--- src/rtl/mpte_fetch_stage_pkg.sv ---
// Shared types and constants for the MPT walk: transaction record, walk/format codes, fetch FSM states.
// Latency: n/a (types and a pure combinational address helper only).
// Backpressure: n/a.
//
// Contents: mptw_transaction_t (the walk transaction carried between stages),
// MPT index/page constants, fetch FSM state enum and the MPTE address helper.
package mpt_pkg;

    localparam int unsigned MPT_PPN_WIDTH       = 44;
    localparam int unsigned MPT_PAGE_OFFSET     = 12;
    // Each MPTE covers a 32 MiB region of supervisor physical space; one
    // 4 KiB table page holds 512 eight-byte entries.
    localparam int unsigned MPT_IDX_LSB         = 25;
    localparam int unsigned MPT_IDX_WIDTH       = 9;
    localparam int unsigned MPTE_WIDTH          = 64;
    localparam int unsigned MPT_ADDR_CALC_WIDTH = 64;

    typedef enum logic [1:0] {
        ACCESS_READ    = 2'd0,
        ACCESS_WRITE   = 2'd1,
        ACCESS_EXECUTE = 2'd2
    } mpt_access_type_t;

    typedef enum logic [1:0] {
        MPT_WALKING_ACTIVE = 2'd0,
        MPT_WALKING_SKIP   = 2'd1,
        MPT_WALKING_DONE   = 2'd2
    } mpt_walking_t;

    typedef enum logic [1:0] {
        NO_ERROR             = 2'd0,
        MPTE_FORMAT_INVALID  = 2'd1,
        MPTE_FORMAT_RESERVED = 2'd2
    } mpte_format_error_t;

    typedef struct packed {
        logic [3:0]               mode;
        logic [15:0]              sdid;
        logic [MPT_PPN_WIDTH-1:0] ppn;
    } mmpt_t;

    typedef struct packed {
        logic [63:0]             spa;
        logic [63:0]             rpa;
        mmpt_t                   mmpt;
        mpt_access_type_t        access_type;
        logic                    plb_hit;
        logic                    valid;
        mpt_walking_t            walking;
        mpte_format_error_t      format_error;
        logic                    access_error;
        logic [MPTE_WIDTH-1:0]   mpte;
    } mptw_transaction_t;

    typedef enum logic [1:0] {
        IDLE = 2'd0,
        REQ  = 2'd1,
        WAIT = 2'd2,
        OUT  = 2'd3
    } mpte_fetch_state_t;

    // Byte address of the MPTE: table base page plus 8-byte entry index.
    function automatic logic [MPT_ADDR_CALC_WIDTH-1:0] mpt_entry_addr(
        input logic [MPT_PPN_WIDTH-1:0] ppn,
        input logic [MPT_IDX_WIDTH-1:0] idx
    );
        logic [MPT_ADDR_CALC_WIDTH-1:0] base;
        logic [MPT_ADDR_CALC_WIDTH-1:0] offs;
        base = MPT_ADDR_CALC_WIDTH'({ppn, {MPT_PAGE_OFFSET{1'b0}}});
        offs = MPT_ADDR_CALC_WIDTH'(idx) << 3;
        return base + offs;
    endfunction

endpackage

--- src/rtl/mpte_fetch_stage_if.sv ---
// Handshake bundles for the fetch stage: pipeline stage link and MPT memory port.
// Latency: n/a (wires only).
// Backpressure: stage link is valid/ready; memory link is req/gnt then valid response.
//
// mpte_stage_if: valid, ready, data (master drives valid/data, slave drives ready).
// mpt_mem_if:    req/gnt/addr/we/be/wdata request channel, valid/rdata/error response.
interface mpte_stage_if
    import mpt_pkg::*;
#(
    parameter int unsigned DATA_WIDTH = $bits(mptw_transaction_t)
);
    logic                  valid;
    logic                  ready;
    logic [DATA_WIDTH-1:0] data;

    modport master (output valid, output data, input ready);
    modport slave  (input valid, input data, output ready);
endinterface

interface mpt_mem_if #(
    parameter int unsigned ADDR_WIDTH = 64,
    parameter int unsigned DATA_WIDTH = 64
);
    logic                    req;
    logic                    gnt;
    logic [ADDR_WIDTH-1:0]   addr;
    logic                    we;
    logic [DATA_WIDTH/8-1:0] be;
    logic [DATA_WIDTH-1:0]   wdata;
    logic                    valid;
    logic [DATA_WIDTH-1:0]   rdata;
    logic                    error;

    modport master (output req, output addr, output we, output be, output wdata,
                    input gnt, input valid, input rdata, input error);
    modport slave  (input req, input addr, input we, input be, input wdata,
                    output gnt, output valid, output rdata, output error);
endinterface

--- src/rtl/mpte_fetch_stage.sv ---
// MPT walk stage: fetches one MPTE for walking transactions, passes the rest through untouched.
// Latency: 1 cycle pass-through; 3 cycles minimum with a fetch (grant and response each add their wait).
// Backpressure: holds the transaction in OUT until master ready; slave ready only in IDLE (no bypass).
//
// Ports: clk_i, rst_i (sync, active-high); stage_slave (transaction in),
// stage_master (transaction out), mpt_master_mem (single-outstanding MPT read port).
module mpte_fetch_stage
    import mpt_pkg::*;
#(
    parameter int unsigned PIPELINE_SLAVE_DATA_WIDTH  = $bits(mptw_transaction_t),
    parameter int unsigned PIPELINE_MASTER_DATA_WIDTH = $bits(mptw_transaction_t),
    parameter int unsigned MEMORY_DATA_WIDTH          = 64,
    parameter int unsigned MEMORY_ADDR_WIDTH          = 64
) (
    input  logic          clk_i,
    input  logic          rst_i,
    mpte_stage_if.slave   stage_slave,
    mpte_stage_if.master  stage_master,
    mpt_mem_if.master     mpt_master_mem
);

    mpte_fetch_state_t              r_state;
    mptw_transaction_t              r_txn;
    logic                           r_master_valid;
    logic                           r_mem_req;
    logic [MEMORY_ADDR_WIDTH-1:0]   r_mem_addr;

    mptw_transaction_t              w_in_txn;
    logic                           w_accept;
    logic                           w_fetch;

    assign w_in_txn = mptw_transaction_t'(stage_slave.data);
    assign w_accept = stage_slave.valid && stage_slave.ready;
    assign w_fetch  = w_in_txn.valid
                   && (w_in_txn.walking != MPT_WALKING_SKIP)
                   && (w_in_txn.format_error == NO_ERROR);

    // Ready is forced low during reset so nothing is accepted on the reset edge.
    assign stage_slave.ready  = (r_state == IDLE) && !rst_i;
    assign stage_master.valid = r_master_valid;
    assign stage_master.data  = PIPELINE_MASTER_DATA_WIDTH'(r_txn);

    assign mpt_master_mem.req   = r_mem_req;
    assign mpt_master_mem.addr  = r_mem_addr;
    assign mpt_master_mem.we    = 1'b0;
    assign mpt_master_mem.be    = {(MEMORY_DATA_WIDTH/8){1'b1}};
    assign mpt_master_mem.wdata = {MEMORY_DATA_WIDTH{1'b0}};

    always_ff @(posedge clk_i) begin
        if (rst_i) begin
            r_state        <= IDLE;
            r_txn          <= '0;
            r_master_valid <= 1'b0;
            r_mem_req      <= 1'b0;
            r_mem_addr     <= '0;
        end else begin
            case (r_state)
                IDLE: begin
                    if (w_accept) begin
                        r_txn <= w_in_txn;
                        // Decide on the incoming word so the request (or the
                        // pass-through output) is already registered next cycle.
                        if (w_fetch) begin
                            r_state    <= REQ;
                            r_mem_req  <= 1'b1;
                            r_mem_addr <= MEMORY_ADDR_WIDTH'(mpt_entry_addr(
                                              w_in_txn.mmpt.ppn,
                                              w_in_txn.spa[MPT_IDX_LSB +: MPT_IDX_WIDTH]));
                        end else begin
                            r_state        <= OUT;
                            r_master_valid <= 1'b1;
                        end
                    end
                end
                REQ: begin
                    // Address is left untouched after the grant; only req drops.
                    if (mpt_master_mem.gnt) begin
                        r_mem_req <= 1'b0;
                        r_state   <= WAIT;
                    end
                end
                WAIT: begin
                    if (mpt_master_mem.valid) begin
                        r_txn.mpte <= MPTE_WIDTH'(mpt_master_mem.rdata);
                        if (mpt_master_mem.error) begin
                            r_txn.access_error <= 1'b1;
                            r_txn.walking      <= MPT_WALKING_SKIP;
                        end else if (!mpt_master_mem.rdata[0]) begin
                            r_txn.format_error <= MPTE_FORMAT_INVALID;
                            r_txn.walking      <= MPT_WALKING_SKIP;
                        end
                        r_state        <= OUT;
                        r_master_valid <= 1'b1;
                    end
                end
                OUT: begin
                    if (stage_master.ready) begin
                        r_master_valid <= 1'b0;
                        r_state        <= IDLE;
                    end
                end
                default: begin
                    r_state <= IDLE;
                end
            endcase
        end
    end

endmodule
--- src/flat_wrapper.sv ---
// flat-port wrapper written by rule: the top's interface ports become plain ports
module mpte_fetch_stage_flat import mpt_pkg::*;
#(
    parameter int unsigned PIPELINE_SLAVE_DATA_WIDTH  = $bits(mptw_transaction_t),
    parameter int unsigned PIPELINE_MASTER_DATA_WIDTH = $bits(mptw_transaction_t),
    parameter int unsigned MEMORY_DATA_WIDTH          = 64,
    parameter int unsigned MEMORY_ADDR_WIDTH          = 64
)
  (clk_i, rst_i, stage_slave_valid, stage_slave_data, stage_slave_ready, stage_master_valid, stage_master_data, stage_master_ready, mpt_master_mem_req, mpt_master_mem_addr, mpt_master_mem_we, mpt_master_mem_be, mpt_master_mem_wdata, mpt_master_mem_gnt, mpt_master_mem_valid, mpt_master_mem_rdata, mpt_master_mem_error);
  mpte_stage_if stage_slave_i ();
  mpte_stage_if stage_master_i ();
  mpt_mem_if mpt_master_mem_i ();
  input  logic clk_i;
  input  logic rst_i;
  input wire logic [$bits(stage_slave_i.valid)-1:0] stage_slave_valid;
  input wire logic [$bits(stage_slave_i.data)-1:0] stage_slave_data;
  output wire logic [$bits(stage_slave_i.ready)-1:0] stage_slave_ready;
  output wire logic [$bits(stage_master_i.valid)-1:0] stage_master_valid;
  output wire logic [$bits(stage_master_i.data)-1:0] stage_master_data;
  input wire logic [$bits(stage_master_i.ready)-1:0] stage_master_ready;
  output wire logic [$bits(mpt_master_mem_i.req)-1:0] mpt_master_mem_req;
  output wire logic [$bits(mpt_master_mem_i.addr)-1:0] mpt_master_mem_addr;
  output wire logic [$bits(mpt_master_mem_i.we)-1:0] mpt_master_mem_we;
  output wire logic [$bits(mpt_master_mem_i.be)-1:0] mpt_master_mem_be;
  output wire logic [$bits(mpt_master_mem_i.wdata)-1:0] mpt_master_mem_wdata;
  input wire logic [$bits(mpt_master_mem_i.gnt)-1:0] mpt_master_mem_gnt;
  input wire logic [$bits(mpt_master_mem_i.valid)-1:0] mpt_master_mem_valid;
  input wire logic [$bits(mpt_master_mem_i.rdata)-1:0] mpt_master_mem_rdata;
  input wire logic [$bits(mpt_master_mem_i.error)-1:0] mpt_master_mem_error;
  assign stage_slave_i.valid = stage_slave_valid;
  assign stage_slave_i.data = stage_slave_data;
  assign stage_slave_ready = stage_slave_i.ready;
  assign stage_master_valid = stage_master_i.valid;
  assign stage_master_data = stage_master_i.data;
  assign stage_master_i.ready = stage_master_ready;
  assign mpt_master_mem_req = mpt_master_mem_i.req;
  assign mpt_master_mem_addr = mpt_master_mem_i.addr;
  assign mpt_master_mem_we = mpt_master_mem_i.we;
  assign mpt_master_mem_be = mpt_master_mem_i.be;
  assign mpt_master_mem_wdata = mpt_master_mem_i.wdata;
  assign mpt_master_mem_i.gnt = mpt_master_mem_gnt;
  assign mpt_master_mem_i.valid = mpt_master_mem_valid;
  assign mpt_master_mem_i.rdata = mpt_master_mem_rdata;
  assign mpt_master_mem_i.error = mpt_master_mem_error;
  mpte_fetch_stage #(.PIPELINE_SLAVE_DATA_WIDTH(PIPELINE_SLAVE_DATA_WIDTH), .PIPELINE_MASTER_DATA_WIDTH(PIPELINE_MASTER_DATA_WIDTH), .MEMORY_DATA_WIDTH(MEMORY_DATA_WIDTH), .MEMORY_ADDR_WIDTH(MEMORY_ADDR_WIDTH)) u_core (.clk_i(clk_i), .rst_i(rst_i), .stage_slave(stage_slave_i), .stage_master(stage_master_i), .mpt_master_mem(mpt_master_mem_i));
endmodule
--- config.mk ---
export PLATFORM = sky130hd
export DESIGN_NAME = mpte_fetch_stage_flat
export DESIGN_NICKNAME = d
export VERILOG_FILES = /design/src/rtl/mpte_fetch_stage_pkg.sv /design/src/rtl/mpte_fetch_stage_if.sv /design/src/rtl/mpte_fetch_stage.sv /design/src/flat_wrapper.sv
export SDC_FILE = /design/constraint.sdc
export NUM_CORES = 1
export LEC_CHECK = 0
export ABC_AREA = 1
export ABC_CLOCK_PERIOD_IN_PS = 2800
export CAP_MARGIN = 10
export CORE_AREA = 2 2 291 293
export CTS_BUF_LIST = sky130_fd_sc_hd__clkbuf_4 sky130_fd_sc_hd__clkbuf_8
export CTS_CLUSTER_DIAMETER = 100
export DETAILED_ROUTE_END_ITERATION = 10
export DIE_AREA = 0 0 293 295
export PLACE_DENSITY = 0.42
export SLEW_MARGIN = 30
export SYNTH_ARGS = -nofsm -noshare
export SYNTH_HDL_FRONTEND = slang
export SYNTH_SLANG_ARGS = --single-unit
--- constraint.sdc ---
create_clock -name clk_i -period 2.8 [get_ports clk_i]
set_input_delay 0.56 -clock clk_i [delete_from_list [all_inputs] [get_ports clk_i]]
set_output_delay 0.56 -clock clk_i [all_outputs]
set_load 0.005 [all_outputs]
After elaboration in Yosys (flattened, before gate mapping)
Cells that the tools add are included.
Storage, ports and cells
  flip-flop bits (word level): 333
  input bits: 336
  output and inout bits: 405
  logic and storage cells: 72
Cells by class
  add/subtract/negate cells: 1
  eq/ne operators: 14
  mux-type cells: 22
  reduce and logical (&&, ||, !) cells: 19
Operators by type and width (count)
  $mux W69: 2
  $pmux W69 S2: 1
  $add A56 B12 Y57: 1
  $reduce_and A4 Y1: 4
  $mux W2: 7
  $ne A2 B2 Y1 const B: 7
  $reduce_and A5 Y1: 2
  $mux W1: 8
  $pmux W2 S4: 1
  $ne A2 B1 Y1 const B: 3
  $reduce_and A3 Y1: 2
  $eq A2 B2 Y1 const B: 2
  $logic_and A1 B1 Y1: 4
  $logic_not A2 Y1: 2
  $mux W4: 1
  $reduce_bool A2 Y1: 2
  $ne A3 B3 Y1 const B: 1
  $pmux W1 S3: 1
  $reduce_bool A3 Y1: 1
  $eq A2 B1 Y1 const B: 1
  $pmux W1 S2: 1
  $reduce_and A2 Y1: 1
  $logic_not A1 Y1: 1

Depth between registers and ports, before layout
Gate-level depths: netlist (run 1).
  depth in word-level cells: 6
  gate-level depth with buffers: 12
  mapped depth without buffers: 9

Worst setup path before layout (run 1)
No wires, ideal clock.
  kind: register -> register
  start: register u_core.r_state[0]
  end: register u_core.r_txn, in the netlist u_core.stage_master.data[34]
  library setup time: 113 ps
  arrival time: 1621 ps
  required time: 2687 ps
  slack: 1065 ps
  stages on the path, launching flop included: 12
  path buffers: 3
  period minus slack after synthesis: 1735 ps
  cell sequence: dfxtp_1 inv_1 ha_1 buf_2 inv_2 nor2_1 nor2_1 nand2_2 buf_6 buf_2 o21ai_1 nor2_1
Between the ends
  cells in the longest elaborated chain, start to end: 5
  elaborated cells between the ends (all ways): 9
  those cells by class: 3 x eq/ne; 1 x mux; 5 x reduce/logical
Ends and longest elaborated chain
  start: declaration: line mpte_fetch_stage.sv:22  | mpte_fetch_state_t r_state;
  start signal: assignment: line mpte_fetch_stage.sv:51  | r_state <= IDLE;
  start signal: assignment: line mpte_fetch_stage.sv:64  | r_state <= REQ;
  start signal: assignment: line mpte_fetch_stage.sv:70  | r_state <= OUT;
  $logic_not A2 Y1: line mpte_fetch_stage.sv:39, mpte_fetch_stage.sv:57
  $logic_and A1 B1 Y1: line mpte_fetch_stage.sv:39  | assign stage_slave.ready = (r_state == IDLE) && !rst_i;
  $logic_and A1 B1 Y1: line mpte_fetch_stage.sv:33  | assign w_accept = stage_slave.valid && stage_slave.ready;
  $ne A2 B1 Y1 (no line)
  $reduce_and A3 Y1 (no line)
  end signal: assignment: line mpte_fetch_stage.sv:60  | r_txn <= w_in_txn;
  end: declaration: line mpte_fetch_stage.sv:23  | mptw_transaction_t r_txn;
Parallel ways exist; a longest one is shown, timed or not.
A chain may end at the register's enable or synchronous reset.

Final worst setup path (run 1)
  start: register u_core.r_state[0]
  end: output stage_slave_ready
Between the ends
  cells in the longest elaborated chain, start to end: 2
Ends and longest elaborated chain
  $logic_not A2 Y1: line mpte_fetch_stage.sv:39
  $logic_and A1 B1 Y1: line mpte_fetch_stage.sv:39
  end: declaration: line flat_wrapper.sv:17  | output wire logic [$bits(stage_slave_i.ready)-1:0] stage_slave_ready;
Every way passes these cells.

==> flow_metrics.tcl, run 1 <==
set metrics [dict create \
    status "completed" \
    crit_chain "inv_1, ha_2, inv_1, nor2_1, clkdlybuf4s50_1" \
    rsz0062_at_grt "false" \
    port-buffer-count 656 \
    grt_overflow_total 0 \
    power_density_nw_per_um2 797.9 \
    dp_hpwl_um 42680 \
    cp-end-kind "primary output" \
    start_util_pct 15.32 \
    post_cts_buffers 0 \
    chipWidth_um 293 \
    firstDrtPassIters 5 \
    cts_buffers 69 \
    dieArea_um2 86440 \
    cp-start-kind "flip-flop" \
    grt_pass1_wl_um 83880 \
    required_ns 2.24 \
    final_antenna_net_count 0 \
    syn_area_per_cell_um2 7.282 \
    min_path_type "in -> reg" \
    yosysTopAreaCellShare_pct 50.61 \
    hold_slack_ns 0.4456 \
    finClkSkew_ns 0.02706 \
    hold_buffers 0 \
    core_area_um2 83160 \
    grt_pass1_vias 13120 \
    drc 0 \
    fin_nets 2726 \
    ys_seq_area_share_pct 50.61 \
    numClockSinks 322 \
    cts_tree "built" \
    slew_viol_final 0 \
    crit_path_frequent_cell "inv_1" \
    cts_buffer_depth 3 \
    critPathSlowestCell "clkdlybuf4s50_1" \
    synth-seq-cells 322 \
    fp.dieH_um 295 \
    synth_cells 1749 \
    p_leak_nw 9.171 \
    p_total_mw 17.26 \
    fin_crit_ns 2.622 \
    synth_warnings 0 \
    rows 106 \
    antenna_found_initial 5 \
    drt_wl_total_um 58030 \
    place.gp.congestion 0.8324 \
    n_fill_cell 9113 \
    grt_max_degree 164 \
    yosysTopAreaCell "dfxtp_1" \
    post-route-period-util_pct 93.63 \
    htreeDepth 3 \
    drtIter0Drc 458 \
    syn_to_final_growth_pct 69.89 \
    grt_use_total_pct 12.76 \
    io_pins 741 \
    critPathKind "reg -> out" \
    ys_types 23 \
    cp_data_arrival_time_ns 2.06 \
    detail_route.wl_per_cell_um 16.50 \
    relSlewSlack_pct 25.74 \
    drive_gt1_share_pct 6.694 \
    ys_top_cells_by_area "dfxtp_1 51%, nand2_1 21%, nand3_1 8.0%, buf_4 5.3%, nor2_1 4.4%" \
    tns_ns 0 \
    fmax_mhz 381.4 \
    cts.clk_slew.worst_paths_ns 0.06 \
    via_count 13250 \
    vdd_drop_max_mv 0.3349 \
    syn_area_um2 12740 \
    critPathMaxStageDelay_ns 0.55 \
    cap_violations 0 \
    setup_viol 0 \
    via_per_inst 3.766 \
    path_max_fanout 6 \
    root_buffer "clkbuf_8" \
    worst_pin_slew_ns 1.114 \
    worstSkewPairLatency_ns 0.63 \
    hold_violations 0 \
]
## worst max-delay path: cells and delay by family (launching register included)
kind                       cells  cell delay, ns
DFF                            1            0.33
adders and majority gates      1            0.29
buffers and inverters          3            0.74
and+or+nand+nor                1            0.09
## Yosys cell counts, drive strengths merged
cell      n
a21oi    59
buf     151
clkbuf   50
conb      2
dfxtp   322
ha        5
inv      20
nand2   712
nand3   203
nand3b    1
nor2    151
nor3      1
o211ai    1
o21ai    69
or2       2
## logic make-up after synthesis
kind of cell | count (synthesis) | synth area share, %
and+or+nand+nor | 1070 | 33.75
DFF | 322 | 50.61
buffers and inverters | 221 | 10.00
AOI/OAI and AO/OA | 129 | 5.089
adders and majority gates | 5 | 0.4912
other | 2 | 0.05897
## layout make-up
class | instances | area, µm² | area share, %
repair buffers | 684 | 6899 | 31.89
flip-flops and latches | 322 | 6446 | 29.79
multi-input cells | 1288 | 5341 | 24.69
well taps | 1080 | 1351 | 6.245
clock buffers | 104 | 1287 | 5.950
clock inverters | 17 | 216.5 | 1.000
inverters | 20 | 87.58 | 0.4048
diodes | 3 | 7.507 | 0.03470
## cell usage in the layout (no fill, tap or decap)
cell | synthesis | final
o21ai_1 | 30 | 30
inv_6 | 0 | 5
clkinv_8 | 0 | 1
o21ai_0 | 39 | 39
nand3_1 | 203 | 202
nand2_1 | 710 | 710
inv_2 | 5 | 3
nor2_4 | 1 | 1
buf_12 | 0 | 10
diode_2 | 0 | 3
nor2_1 | 150 | 150
nand3_4 | 0 | 1
nand2_4 | 1 | 1
clkinvlp_4 | 0 | 2
nand3b_1 | 1 | 1
clkbuf_8 | 0 | 81
buf_4 | 90 | 19
ha_2 | 0 | 2
a21oi_1 | 59 | 59
conb_1 | 2 | 84
nand2_2 | 1 | 1
dfxtp_1 | 322 | 322
bufinv_16 | 0 | 4
inv_8 | 0 | 1
or2_2 | 2 | 2
inv_1 | 15 | 15
clkbuf_4 | 0 | 23
clkinv_2 | 0 | 6
ha_1 | 5 | 3
nor3_1 | 1 | 1
o211ai_1 | 1 | 1
clkdlybuf4s50_1 | 0 | 655
## state kept, by name, summed over array words and instances (netlist names)
register	count
u_core.stage_master.data	265
u_core.stage_master.valid	1
u_core.mpt_master_mem.addr	53
u_core.mpt_master_mem.req	1
u_core.r_state	2
## metrics by stage
stage | cells | utilization (%) | area (µm²) | setup WS [ns]
global route | 3516 | 26.01 | 21630 | 0.01456
CTS | 3515 | 26.01 | 21630 | 0.04836
global placement | 3394 | 24.20 | 20120 | 0.2939
finish | 3518 | 26.02 | 21640 | 0.1784
detailed placement | 3394 | 24.20 | 20120 | 0.2676
floorplan | 1831 | - | 13040 | 1.065
## path summary, 6_finish.rpt
| path | from | to | slack [ns] | cells after the start |
|---|---|---|---|---|
| worst min register to register | u_core.stage_master.data[102] | u_core.stage_master.data[102] | 0.46 | 2 |
| worst max-delay path | u_core.r_state[0] | stage_slave_ready | 0.18 | 5 |
| worst max register to register | u_core.r_state[0] | u_core.stage_master.data[111] | 0.70 | 6 |
| worst min-delay path | rst_i | u_core.stage_master.data[155] | 0.45 | 4 |
## what timing repair did
item                                   4_1_cts  5_1_grt
resized for setup                            1        0
endpoints found under the hold margin        0        0
setup endpoints to repair                    1        0
## where the power goes
part | internal [mW] | total [mW] | switching, mW | leakage, nW
sequential | 5.53 | 6.02 | 0.486 | 2.64
clock | 3.32 | 5.60 | 2.28 | 0.794
combinational | 2.78 | 5.65 | 2.87 | 5.74
## routing by layer
layer,vias to the layer above,part of all wire (%),global-route usage (%)
met4,6,2.1,3.640
met5,-,0.074,0
met2,463,50,22.60
met1,6068,40,14.55
met3,83,7.6,4.270
li1,6628,-,-
No activity file was read; power rests on OpenSTA's default activity.
==> run 2, diff against run 1 <==
RECOVER_POWER = 25   (was default)
==> flow_metrics.tcl, run 2 (synthesized netlist as in run 1, its figures left out) <==
set metrics [dict create \
    via_count 13280 \
    hold_slack_ns 0.4462 \
    mostFrequentLayoutCell "nand2_1" \
    critPathKind "reg -> out" \
    io_pins 741 \
    p_leak_nw 9.153 \
    worst_pin_slew_ns 1.118 \
    grt_pass1_wl_um 83880 \
    cp_data_arrival_time_ns 2.06 \
    post_cts_buffers 0 \
    hold_violations 0 \
    min_path_type "in -> reg" \
    final_antenna_net_count 0 \
    relSlewSlack_pct 25.45 \
    cp-start-kind "flip-flop" \
    vdd_drop_max_mv 0.3332 \
    cts_tree "built" \
    rows 106 \
    r2r_cells 7 \
    finClkSkew_ns 0.02556 \
    utilization_pct 25.96 \
    grt_max_degree 164 \
    n_fill_cell 9115 \
    root_buffer "clkbuf_8" \
    grt_use_total_pct 12.76 \
    port-buffer-count 656 \
    cts_buffer_depth 3 \
    rsz0062_at_grt "false" \
    core_area_um2 83160 \
    r2r_setup_slack_ns 0.36 \
    cp-end-kind "primary output" \
    post-route-period-util_pct 93.53 \
    dp_hpwl_um 42680 \
    final_cells 3518 \
    slew_viol_final 0 \
    required_ns 2.24 \
    dieArea_um2 86440 \
    holdPathEnd "u_core.stage_master.data[155]" \
    drc 0 \
    status "completed" \
    fin_crit_ns 2.619 \
    power_density_nw_per_um2 798.8 \
    drtIter0Drc 469 \
    tns_ns 0 \
    cts_buffers 69 \
    drt_wl_total_um 57980 \
    r2r-end "u_core.stage_master.data[118]" \
    whs_path_depth 4 \
    layout_common_cells "710 x nand2_1, 655 x clkdlybuf4s50_1, 322 x dfxtp_1" \
    antenna_found_initial 5 \
    place.gp.congestion 0.8324 \
    worstSkewPairLatency_ns 0.63 \
    firstDrtPassIters 5 \
    via_per_inst 3.775 \
    dp_slack_ns 0.2676 \
    fp.dieH_um 295 \
    numClockSinks 322 \
    htreeDepth 3 \
    cts.clk_slew.worst_paths_ns 0.06 \
    path_max_fanout 6 \
    largest_reg_flops 265 \
    setup_viol 0 \
    setup_slack_ns 0.1813 \
    drive_gt1_share_pct 6.407 \
    fin_nets 2726 \
    grt_overflow_total 0 \
    syn_to_final_growth_pct 69.53 \
    regToRegStartpoint "u_core.r_state[0]" \
    grt_pass1_vias 13120 \
    placed_cells 3394 \
    start_util_pct 15.32 \
    cap_violations 0 \
    detail_route.wl_per_cell_um 16.48 \
    min_from "rst_i" \
    chipWidth_um 293 \
    fmax_mhz 381.9 \
]
==> run 2: worst max-delay path by stage <==
stage | from | end | slack, ns
2_1_floorplan | u_core.r_state[0] | u_core.stage_master.data[34] | 1.07
3_3_place_gp | stage_slave_data[65] | u_core.mpt_master_mem.addr[35] | 0.29
3_5_place_dp | stage_slave_data[65] | u_core.mpt_master_mem.addr[33] | 0.27
4_1_cts | u_core.r_state[0] | stage_slave_ready | 0.05
5_1_grt | u_core.r_state[0] | stage_slave_ready | 0.01
6_report | u_core.r_state[0] | stage_slave_ready | 0.18
==> run 2: power breakdown <==
part / total [mW] / internal, mW / switching [mW] / leakage (nW)
logic: 5.63 / 2.77 / 2.86 / 5.72
clock network: 5.60 / 3.32 / 2.28 / 0.794
registers: 6.02 / 5.53 / 0.486 / 2.64
==> run 2: cell type report <==
cell class	instances	area, µm²	share of cell area [%]
multi-input cells	1288	5331	24.69
clock inverters	17	216.5	1.003
inverters	20	82.58	0.3825
flip-flops and latches	322	6446	29.86
well taps	1080	1351	6.259
diodes	3	7.507	0.03477
repair buffers	684	6868	31.81
clock buffers	104	1287	5.963
==> run 2: worst max-delay path, stage by stage, from the launching register on <==
cell and delay [ns]:
dfxtp_1 0.33, inv_1 0.11, ha_2 0.29, inv_1 0.08, nor2_1 0.09, clkdlybuf4s50_1 0.55
==> run 2: metal layers <==
layer	wire length (µm)	vias to the layer above	GRT usage, %
li1	-	6629	-
met1	23190	6076	14.55
met2	29050	482	22.60
met3	4427	89	4.270
met4	1279	6	3.640
met5	43	-	0
==> run 2: what timing repair did <==
| item | 4_1_cts | 5_1_grt |
|---|---|---|
| hold buffers | 0 | 0 |
| resized for setup | 1 | 0 |
| endpoints found under the setup margin | 1 | 0 |
==> run 2: per-stage QoR <==
step                      cell area (µm²)  total power [mW]
after detailed placement            20120             11.87
after CTS                           21630             17.70
after global routing                21590             18.44
final                               21590             17.25
after floorplan                     13040             8.657
after global placement              20120             11.82
==> run 3, diff against run 2 <==
GPL_TIMING_DRIVEN = 0   (was default)
==> flow_metrics.tcl, run 3 (synthesized netlist as in run 1, its figures left out) <==
set metrics [dict create \
    final_cells 3685 \
    post_cts_buffers 0 \
    worstSkewPairLatency_ns 0.63 \
    drtIter0Drc 396 \
    layout_common_cells "710 x nand2_1, 515 x clkdlybuf4s50_1, 322 x dfxtp_1" \
    cts.clk_slew.worst_paths_ns 0.06 \
    root_buffer "clkbuf_8" \
    worst_pin_slew_ns 1.013 \
    crit_path_frequent_cell "clkdlybuf4s50_1" \
    grt_overflow_total 0 \
    fp.dieH_um 295 \
    tns_ns 0 \
    detail_route.wl_per_cell_um 17.67 \
    core_area_um2 83160 \
    cp-start-kind "input pin" \
    critPathMaxStageDelay_ns 0.62 \
    rsz0062_at_grt "false" \
    antenna_found_initial 10 \
    fmax_mhz 373.8 \
    chipWidth_um 293 \
    p_total_mw 17.02 \
    status "completed" \
    r2r-end "u_core.stage_master.data[219]" \
    io_pins 741 \
    grt_max_degree 11 \
    n_fill_cell 9178 \
    hold_buffers 0 \
    relSlewSlack_pct 32.47 \
    hold_violations 0 \
    setup_viol 0 \
    htreeDepth 3 \
    place.gp.congestion 0.8216 \
    cts_buffers 68 \
    dieArea_um2 86440 \
    slew_viol_final 0 \
    start_util_pct 15.32 \
    drive_gt1_share_pct 9.777 \
    multi_input_area_um2 5326 \
    grt_use_total_pct 14.51 \
    min_from "u_core.mpt_master_mem.addr[36]" \
    finClkSkew_ns 0.04798 \
    port-buffer-count 656 \
    regToRegStartpoint "u_core.r_state[0]" \
    holdPathEnd "u_core.mpt_master_mem.addr[36]" \
    min_path_type "reg -> reg" \
    vdd_drop_max_mv 0.3395 \
    fin_nets 2898 \
    critPathSlowestCell "clkdlybuf4s50_1" \
    cts-resized-gates 2 \
    whs_path_depth 2 \
    cp_data_arrival_time_ns 2.12 \
    cts_buffer_depth 3 \
    drt_wl_total_um 65110 \
    syn_to_final_growth_pct 75.16 \
    fin_crit_ns 2.675 \
    required_ns 2.24 \
    placed_cells 3567 \
    path_max_fanout 10 \
    post-route-period-util_pct 95.55 \
    r2r_setup_slack_ns 0.45 \
    largest_reg_flops 265 \
    rows 106 \
    numClockSinks 322 \
    cp-end-kind "primary output" \
    power_density_nw_per_um2 762.7 \
    critPathKind "in -> out" \
    p_leak_nw 10.03 \
    final_antenna_net_count 0 \
    cap_violations 0 \
    via_per_inst 3.672 \
    cts_tree "built" \
    r2r_cells 9 \
    mostFrequentLayoutCell "nand2_1" \
    seq_area_um2 6446 \
    dp_hpwl_um 51410 \
    grt_pass1_wl_um 92480 \
    crit_chain "clkdlybuf4s50_1, clkbuf_4, nor2_1, clkdlybuf4s50_1" \
    firstDrtPassIters 4 \
    hold_slack_ns 0.4556 \
    drc 0 \
    grt_pass1_vias 13700 \
    via_count 13530 \
]
run 3: worst max path at each step:
stage,startpoint,depth (start not counted),endpoint,slack [ns]
floorplan,u_core.r_state[0],11,u_core.stage_master.data[34],1.07
global placement,rst_i,6,u_core.r_state[0],-0.61
detailed placement,rst_i,9,u_core.stage_master.data[217],-0.36
CTS,rst_i,4,stage_slave_ready,0.05
global route,u_core.r_state[0],5,stage_slave_ready,0.04
finish,rst_i,4,stage_slave_ready,0.12
run 3: critical path, delay by kind of cell:
| family | cells | cell delay, ns |
|---|---|---|
| buffers and inverters | 3 | 1.47 |
| AND/OR/NAND/NOR | 1 | 0.08 |
run 3: layout make-up:
cell class	instances	share of cell area (%)
Clock inverter	9	0.2804
Antenna cell	7	0.07852
Timing Repair Buffer	656	29.43
Sequential cell	322	28.90
Tap cell	1080	6.057
Multi-Input combinational cell	1288	23.88
Buffer	201	5.395
Inverter	20	0.3365
Clock buffer	102	5.648
run 3: layer usage:
metal | share of wire (%) | global-route usage (%) | vias up | wire, µm
met2 | 48 | 24.74 | 448 | 31120
li1 | - | - | 6990 | -
met1 | 42 | 17.42 | 6010 | 27640
met3 | 7.6 | 4.608 | 79 | 4962
met5 | 0.041 | 0 | - | 27
met4 | 2.1 | 4.228 | 4 | 1362
run 3: power by group:
part / internal [mW] / total, mW / switching (mW)
registers: 5.53 / 6.00 / 0.472
logic: 2.81 / 5.92 / 3.11
clock network: 2.85 / 5.10 / 2.24
run 3: per-stage QoR:
step	worst slack [ns]	cell area, µm²	utilization (%)
6_report	0.1245	22310	26.83
5_1_grt	0.03854	22300	26.82
4_1_cts	0.05189	22290	26.81
3_5_place_dp	-0.3629	20970	25.21
3_3_place_gp	-0.6078	20960	25.21
2_1_floorplan	1.065	13040	-
